`config.mk`:
```
export PLATFORM = sky130hd
export DESIGN_NAME = egress_rr_scheduler_flat
export DESIGN_NICKNAME = d
export VERILOG_FILES = /design/src/rtl/egress_rr_scheduler_if.sv /design/src/rtl/egress_rr_scheduler.sv /design/src/flat_wrapper.sv
export SDC_FILE = /design/constraint.sdc
export NUM_CORES = 1
export LEC_CHECK = 0
export CORE_AREA = 8 8 63 65
export CTS_CLUSTER_DIAMETER = 50
export DETAILED_ROUTE_END_ITERATION = 12
export DIE_AREA = 0 0 71 73
export PLACE_DENSITY = 0.78
export RECOVER_POWER = 50
export SLEW_MARGIN = 25
export SYNTH_ARGS = -nofsm -noshare
export SYNTH_HDL_FRONTEND = slang
export SYNTH_SLANG_ARGS = --single-unit
```
`constraint.sdc`:
```
create_clock -name clk -period 3.3 [get_ports clk]
set_clock_uncertainty 0.2 [all_clocks]
set_input_delay 0.99 -clock clk [delete_from_list [all_inputs] [get_ports clk]]
set_output_delay 0.99 -clock clk [all_outputs]
set_load 0.005 [all_outputs]
```
`src/rtl/egress_rr_scheduler_if.sv`:
```
// Queue-side and link-side signals of the egress scheduler.
// The master modport is the scheduler; the slave modport is the queues plus the downstream link.
interface egress_rr_scheduler_if #(
    parameter int unsigned NUM_PORTS = 4,
    parameter int unsigned WIDTH     = 8,
    parameter int unsigned PORT_W    = $clog2(NUM_PORTS)
);
    logic [NUM_PORTS-1:0]       q_empty;
    logic [NUM_PORTS*WIDTH-1:0] q_data;
    logic [NUM_PORTS-1:0]       q_dequeue;
    logic                       out_valid;
    logic                       out_ready;
    logic [WIDTH-1:0]           out_data;
    logic [PORT_W-1:0]          out_port;

    modport master (
        input  q_empty,
        input  q_data,
        input  out_ready,
        output q_dequeue,
        output out_valid,
        output out_data,
        output out_port
    );

    modport slave (
        output q_empty,
        output q_data,
        output out_ready,
        input  q_dequeue,
        input  out_valid,
        input  out_data,
        input  out_port
    );
endinterface

```
`src/rtl/egress_rr_scheduler.sv`:
```
// Round-robin egress scheduler with a per-grant burst limit; one queue pop in flight at a time.
// Pop, capture and hand-off run as a 4-state loop: IDLE -> POP -> CAPT -> HOLD.
module egress_rr_scheduler #(
    parameter int unsigned NUM_PORTS = 4,
    parameter int unsigned WIDTH     = 8,
    parameter int unsigned BURST     = 4,
    parameter int unsigned PORT_W    = $clog2(NUM_PORTS)
) (
    input  logic                   clk,
    input  logic                   reset_n,
    input  logic                   enable,
    egress_rr_scheduler_if.master  bus,
    output logic                   busy
);

    typedef enum logic [1:0] {
        StIdle,
        StPop,
        StCapt,
        StHold
    } state_e;

    localparam logic [PORT_W-1:0] LastPort = PORT_W'(NUM_PORTS - 1);
    localparam logic [3:0]        BurstMax = 4'(BURST);

    state_e            state_q;
    logic [PORT_W-1:0] grant_q;
    logic [3:0]        burst_cnt_q;
    logic              out_valid_q;
    logic [WIDTH-1:0]  out_data_q;
    logic [PORT_W-1:0] out_port_q;

    logic              any_req;
    logic              burst_cont;
    logic              hi_hit;
    logic              lo_hit;
    logic [PORT_W-1:0] hi_sel;
    logic [PORT_W-1:0] lo_sel;
    logic [PORT_W-1:0] scan_sel;

    assign any_req = |(~bus.q_empty);

    // burst_cnt == 0 only right after reset: no burst is active yet, so the search starts at port 0.
    assign burst_cont = !bus.q_empty[grant_q] && (burst_cnt_q != 4'd0) &&
                        (burst_cnt_q < BurstMax);

    // Rotating search: lowest non-empty port above grant wins, else wrap to lowest at/below grant.
    always_comb begin
        hi_hit = 1'b0;
        lo_hit = 1'b0;
        hi_sel = '0;
        lo_sel = '0;
        for (int i = NUM_PORTS - 1; i >= 0; i--) begin
            if (!bus.q_empty[i]) begin
                if (i > int'(grant_q)) begin
                    hi_hit = 1'b1;
                    hi_sel = PORT_W'(i);
                end else begin
                    lo_hit = 1'b1;
                    lo_sel = PORT_W'(i);
                end
            end
        end
        scan_sel = hi_hit ? hi_sel : lo_sel;
    end

    always_ff @(posedge clk) begin
        if (!reset_n) begin
            state_q     <= StIdle;
            grant_q     <= LastPort;
            burst_cnt_q <= 4'd0;
            out_valid_q <= 1'b0;
            out_data_q  <= '0;
            out_port_q  <= '0;
        end else begin
            unique case (state_q)
                StIdle: begin
                    if (enable && any_req) begin
                        if (burst_cont) begin
                            burst_cnt_q <= burst_cnt_q + 4'd1;
                        end else begin
                            // Covers the lone-queue case too: the scan wraps back and restarts at 1.
                            grant_q     <= scan_sel;
                            burst_cnt_q <= 4'd1;
                        end
                        state_q <= StPop;
                    end
                end
                StPop: begin
                    state_q <= StCapt;
                end
                StCapt: begin
                    out_data_q  <= bus.q_data[grant_q*WIDTH +: WIDTH];
                    out_port_q  <= grant_q;
                    out_valid_q <= 1'b1;
                    state_q     <= StHold;
                end
                StHold: begin
                    if (bus.out_ready) begin
                        out_valid_q <= 1'b0;
                        state_q     <= StIdle;
                    end
                end
                default: begin
                    state_q <= StIdle;
                end
            endcase
        end
    end

    always_comb begin
        bus.q_dequeue = '0;
        if (state_q == StPop) begin
            bus.q_dequeue[grant_q] = 1'b1;
        end
    end

    assign bus.out_valid = out_valid_q;
    assign bus.out_data  = out_data_q;
    assign bus.out_port  = out_port_q;
    assign busy          = (state_q != StIdle);

    // lo_hit is implied by any_req whenever hi_hit is clear; kept only for readability of the scan.
    logic unused_lo_hit;
    assign unused_lo_hit = lo_hit;

endmodule

```
`src/flat_wrapper.sv`:
```
// flat-port wrapper written by rule: the top's interface ports become plain ports
module egress_rr_scheduler_flat 
#(
    parameter int unsigned NUM_PORTS = 4,
    parameter int unsigned WIDTH     = 8,
    parameter int unsigned BURST     = 4,
    parameter int unsigned PORT_W    = $clog2(NUM_PORTS)
)
  (clk, reset_n, enable, busy, bus_q_empty, bus_q_data, bus_out_ready, bus_q_dequeue, bus_out_valid, bus_out_data, bus_out_port);
  egress_rr_scheduler_if #(.NUM_PORTS(NUM_PORTS), .WIDTH(WIDTH), .PORT_W(PORT_W)) bus_i ();
  input  logic clk;
  input  logic reset_n;
  input  logic enable;
  output logic busy;
  input wire logic [$bits(bus_i.q_empty)-1:0] bus_q_empty;
  input wire logic [$bits(bus_i.q_data)-1:0] bus_q_data;
  input wire logic [$bits(bus_i.out_ready)-1:0] bus_out_ready;
  output wire logic [$bits(bus_i.q_dequeue)-1:0] bus_q_dequeue;
  output wire logic [$bits(bus_i.out_valid)-1:0] bus_out_valid;
  output wire logic [$bits(bus_i.out_data)-1:0] bus_out_data;
  output wire logic [$bits(bus_i.out_port)-1:0] bus_out_port;
  assign bus_i.q_empty = bus_q_empty;
  assign bus_i.q_data = bus_q_data;
  assign bus_i.out_ready = bus_out_ready;
  assign bus_q_dequeue = bus_i.q_dequeue;
  assign bus_out_valid = bus_i.out_valid;
  assign bus_out_data = bus_i.out_data;
  assign bus_out_port = bus_i.out_port;
  egress_rr_scheduler #(.NUM_PORTS(NUM_PORTS), .WIDTH(WIDTH), .BURST(BURST), .PORT_W(PORT_W)) u_core (.clk(clk), .reset_n(reset_n), .enable(enable), .bus(bus_i), .busy(busy));
endmodule
```
==> flow_summary.toml, run 1 <==
[synthesis]
synth_nets = 161
ys_seq_elements = 19
synth_cells = 115
synth.distinct_cells = 36
yosysWarningCount = 0
syn-cell-area_um2 = 1190
synth-seq-area-share_pct = 32.0
syn-mean-instance-area_um2 = 10.3

[detailed_routing]
vias = 1104
drt_pre_antenna_iters = 4
wirelength_um = 3360
wl_per_cell_um = 16.3
drtIter0Drc = 50
drcViolationCount = 0
routed_via_density = 5.36
ant_nets = 0

[critical_path]
startpoint = "u_core.state_q[1]"
start_kind = "register"
worstSetupEndpointType = "output port"
rr_endpoint = "u_core.burst_cnt_q[1]"
rr_startpoint = "u_core.grant_q[0]"
slowest_stage = "clkdlybuf4s50_1"
crit_chain = "inv_1 -> ha_1 -> nor3b_1 -> clkdlybuf4s50_1"
worstRegToRegCells = 5
critPathMaxStageDelay_ns = 0.54
cp_max_fo = 4
crit_type = "register to output port"
arrival_ns = 1.65
crit_end = "bus_q_dequeue[2]"
r2r_slack_ns = 0.92
required_ns = 2.11

[die]
fp.dieW_um = 71
io_pins = 56
die-height_um = 73
dieArea_um2 = 5180
initial_utilization_pct = 40.2
num_rows = 20
core_um2 = 2950

[min_path]
holdPathStages = 2
hold_class = "register to register"

[power]
ir_drop_mv = 0.338
power_leakage_nw = 0.719
p_per_area_nw_per_um2 = 497

[sta]
tightest_slew_ns = 0.667
finalSetupTns_ns = 0
rsz0062_at_grt = "no"
fmax_mhz = 352
finalCritPeriodShare_pct = 86.2
period_needed_ns = 2.84
timing.final.hold_violations = 0
final_max_slew_viol_count = 0
setup_viol = 0
setup_slack_ns = 0.456
slew_headroom_pct = 55.5

[cts]
numCtsBuffers = 3
clk_pin_slew_ns = 0.11
clk_path_buf_depth = 2
cts_root_buffer = "clkbuf_4"
ctsHoldBuffers = 0
clock_sinks = 19
cts_resized = 0
htree_levels = 1
clock_latency_ns = 0.29
cts_tree = "done"
postCtsSetupRepairBufs = 0

[grt]
antenna_found_initial = 0
grt_usage_pct = 13.1
grt_pass1_wl_um = 5590
grt_overflow = 0
grt_start_max_net_pins = 16
grt_pass1_vias = 1177

[layout]
fin_nets = 220
ff_latch_area_um2 = 380
multi_input_area_um2 = 738
drive_gt1_share_pct = 6.36
syn_to_final_growth_pct = 52.7
final_util_pct = 61.4
num_antenna_cells = 0
num-fill-cells = 267

[place]
dp_slack_ns = 0.154
portBuffers = 55
post-dp-hpwl_um = 2710
routabilityCongestion = 0.846

[run_status]
outcome = "complete, no violations"

[run]
drv_cap = 0
-- state kept, by name (all words and copies together) (netlist names) --
register and flops:
u_core.burst_cnt_q 4, u_core.bus.out_data 8, u_core.bus.out_port 2, u_core.bus.out_valid 1, u_core.grant_q 2, u_core.state_q 2
-- stage by stage --
stage	std cells	area, um2	hold slack [ns]	power (mW)
4_1_cts	206	1820	0.302	0.920
6_report	206	1810	0.296	0.901
5_1_grt	206	1810	0.324	0.978
3_3_place_gp	202	1790	0.260	0.783
2_1_floorplan	115	1190	0.247	0.586
3_5_place_dp	202	1790	0.282	0.799
-- routing by layer --
layer	part of all wire (%)	up-vias	global-route usage (%)
met2	48	48	23.3
li1	-	538	-
met4	0.80	0	1.85
met3	8.2	4	3.98
met5	0	-	0
met1	43	514	15.3
-- report_power, final --
| group | total, mW | internal [mW] | switching, mW |
|---|---|---|---|
| clock | 0.117 | 0.0449 | 0.0723 |
| combinational | 0.465 | 0.272 | 0.193 |
| sequential | 0.319 | 0.283 | 0.0359 |
| total | 0.901 | 0.600 | 0.301 |
-- cell usage after synthesis --
cell type,instances,area (um2)
nand2b_1,1,6.26
nor2_1,4,15.0
mux2i_1,11,110
a21boi_0,1,7.51
buf_6,1,11.3
and3_1,2,12.5
o2bb2ai_1,1,8.76
a32oi_1,1,8.76
nor3b_1,2,15.0
a21boi_1,1,7.51
dfxtp_1,19,380
a31oi_1,1,6.26
ha_1,6,75.1
nand2_1,7,26.3
o211ai_1,1,7.51
nand4_1,2,12.5
nor2b_1,13,81.3
nand3_1,1,5.00
o31a_1,1,8.76
nor4b_1,1,8.76
o21a_1,1,7.51
clkbuf_2,1,5.00
a22oi_1,1,7.51
and2_1,1,6.26
inv_1,9,33.8
mux4_2,2,45.0
o21ai_0,2,10.0
a41oi_1,1,8.76
or4_1,1,7.51
mux4_1,7,184
o22ai_1,2,12.5
clkbuf_1,4,15.0
buf_1,1,3.75
or3_1,1,6.26
nor3_1,1,5.00
a21oi_1,3,15.0
-- critical path: cells and delay by family, from the launching register on --
family	cells	cell delay, ns
DFF	1	0.35
adders and majority gates	1	0.18
buffers and inverters	2	0.62
and+or+nand+nor	1	0.21
-- how the worst min path moves through the flow --
stage,startpoint,end
2_1_floorplan,u_core.burst_cnt_q[3],u_core.burst_cnt_q[3]
3_3_place_gp,u_core.burst_cnt_q[1],u_core.burst_cnt_q[1]
3_5_place_dp,u_core.burst_cnt_q[3],u_core.burst_cnt_q[3]
4_1_cts,u_core.burst_cnt_q[3],u_core.burst_cnt_q[3]
5_1_grt,u_core.burst_cnt_q[3],u_core.burst_cnt_q[3]
6_report,u_core.burst_cnt_q[1],u_core.burst_cnt_q[1]
-- area by class of cell --
class	instances	area share [%]
clock buffer	3	1.24
clock inverter	1	0.276
inverter	9	1.86
multi-input combinational	80	40.7
sequential	19	21.0
tap	33	2.28
timing repair buffer	61	32.6
-- layout by cell type, fill, tap and decap left out, types with 2 or more instances in the layout --
cell and instances:
clkdlybuf4s50_1 43, dfxtp_1 19, nor2b_1 13, dlygate4sd3_1 12
mux2i_1 11, inv_1 9, nand2_1 7, mux4_1 7
ha_1 6, buf_4 5, nor2_1 4, a21oi_1 3
clkbuf_4 3, nor3b_1 2, mux4_2 2, nand4_1 2
and3_1 2, o21ai_0 2, o22ai_1 2
-- cells by family after synthesis --
| kind of cell | after synthesis | synth area share, % |
|---|---|---|
| muxes | 20 | 28.6 |
| buffers and inverters | 16 | 5.79 |
| DFF | 19 | 32.0 |
| and+or+nand+nor | 37 | 17.5 |
| AOI/OAI and AO/OA | 17 | 9.80 |
| adders and majority gates | 6 | 6.32 |
Power figures use the tool's default switching activity.
==> run 2: changes to the inputs <==
--- a/config.mk
+++ b/config.mk
@@ -9,6 +9,7 @@
 export CTS_CLUSTER_DIAMETER = 50
 export DETAILED_ROUTE_END_ITERATION = 12
 export DIE_AREA = 0 0 71 73
+export HOLD_SLACK_MARGIN = 0.15
 export PLACE_DENSITY = 0.78
 export RECOVER_POWER = 50
 export SLEW_MARGIN = 25
==> constraint.sdc (replaced) <==
create_clock -name clk -period 3.3 [get_ports clk]
set_clock_uncertainty 0.2 [all_clocks]
set_input_delay 0.99 -clock clk [delete_from_list [all_inputs] [get_ports clk]]
set_output_delay 0.99 -clock clk [all_outputs]
set_load 0.01 [all_outputs]
==> flow_summary.toml, run 2 (synthesized netlist as in run 1, its figures left out) <==
[sta]
finalSetupTns_ns = 0
whs_ns = 0.293
timing.final.hold_violations = 0
setup_viol = 0
period_needed_ns = 2.92
final_max_slew_viol_count = 0
rsz0062_at_grt = "no"
slew_headroom_pct = 55.9
fmax_mhz = 343
finalCritPeriodShare_pct = 88.4
tightest_slew_ns = 0.662

[layout]
final_util_pct = 61.4
fin_nets = 220
largest_reg_flops = 8
layout_common_cells = "clkdlybuf4s50_1 (43), dfxtp_1 (19), nor2b_1 (13)"
final_common_cell = "clkdlybuf4s50_1"
drive_gt1_share_pct = 6.36
num_antenna_cells = 0
syn_to_final_growth_pct = 52.7

[critical_path]
arrival_ns = 1.73
rr_endpoint = "u_core.burst_cnt_q[1]"
worstRegToRegCells = 4
startpoint = "u_core.grant_q[1]"
slowest_stage = "clkdlybuf4s50_1"
start_kind = "register"
required_ns = 2.11
r2r_slack_ns = 1.02
crit_chain = "inv_1 -> nor3b_1 -> clkdlybuf4s50_1"
cp_max_fo = 7
worstSetupEndpointType = "output port"
rr_startpoint = "u_core.grant_q[0]"
crit_type = "register to output port"
critPathMaxStageDelay_ns = 0.58

[die]
initial_utilization_pct = 40.2
dieArea_um2 = 5180
die-height_um = 73
core_um2 = 2950
io_pins = 56
num_rows = 20
fp.dieW_um = 71

[power]
power_leakage_nw = 0.719
p_per_area_nw_per_um2 = 508
ir_drop_mv = 0.285

[place]
routabilityCongestion = 0.780
post-dp-hpwl_um = 2720
portBuffers = 55

[detailed_routing]
drt-met1-wl_um = 1480
drt_pre_antenna_iters = 4
wl_met3_um = 259
drtIter0Drc = 31
wl_per_cell_um = 16.2
dr.max_layer_used = "met3"
drcViolationCount = 0
vias = 1080
routed-wl-met2_um = 1600
ant_nets = 0
routed_via_density = 5.24
wirelength_um = 3340

[cts]
clk_path_buf_depth = 2
cts_root_buffer = "clkbuf_4"
postCtsSetupRepairBufs = 0
ctsHoldBuffers = 0
clk_pin_slew_ns = 0.11
numCtsBuffers = 3
clock_sinks = 19
htree_levels = 1
cts_tree = "done"
clock_latency_ns = 0.29
cts_resized = 0

[min_path]
min_from = "u_core.burst_cnt_q[1]"
timing.hold.worst_endpoint = "u_core.burst_cnt_q[1]"
hold_class = "register to register"
holdPathStages = 2

[grt]
grt_usage_pct = 12.9
grt_overflow = 0
grt_pass1_vias = 1133
grt_pass1_wl_um = 5420
antenna_found_initial = 0
grt_start_max_net_pins = 13

[run]
drv_cap = 0

[run_status]
outcome = "complete, no violations"
==> run 2: cell counts in the layout (fill, tap and decap cells not counted) <==
Identical to the previous run, type by type.
==> run 2: through the flow <==
stage | setup WS (ns) | instances | instance area [um2] | power [mW]
3_3_place_gp | 0.220 | 202 | 1790 | 0.802
2_1_floorplan | 0.653 | 115 | 1190 | 0.605
3_5_place_dp | 0.135 | 202 | 1790 | 0.819
4_1_cts | 0.372 | 206 | 1820 | 0.941
5_1_grt | 0.274 | 206 | 1810 | 0.991
6_report | 0.384 | 206 | 1810 | 0.921
==> run 2: worst max-delay path by stage <==
stage,slack [ns],end,depth (start not counted)
floorplan,0.65,u_core.burst_cnt_q[1],5
global placement,0.22,u_core.burst_cnt_q[1],5
detailed placement,0.14,u_core.burst_cnt_q[1],5
CTS,0.37,bus_q_dequeue[2],3
global route,0.27,bus_q_dequeue[2],3
finish,0.38,bus_q_dequeue[2],3
==> run 2: worst max-delay path: cells and delay by family, from the launching register on <==
kind          cells  cell delay (ns)
buf+inv           2             0.73
flops             1             0.50
simple gates      1             0.21
==> run 2: metal layers <==
layer | global-route usage (%) | vias up
met5 | 0 | -
met4 | 1.39 | 0
met3 | 4.53 | 0
met2 | 23.6 | 46
met1 | 14.4 | 492
li1 | - | 542
==> run 2: area by class of cell <==
class / count / area [um2]
flip-flops and latches: 19 / 380
clock buffers: 3 / 22.5
inverters: 9 / 33.8
fillers: 255 / 1140
well taps: 33 / 41.3
clock inverters: 1 / 5.00
multi-input cells: 80 / 738
repair buffers: 61 / 592
==> run 2: power by group <==
part	internal [mW]	switching [mW]
combinational	0.272	0.202
clock	0.0450	0.0734
sequential	0.283	0.0456
total	0.600	0.321
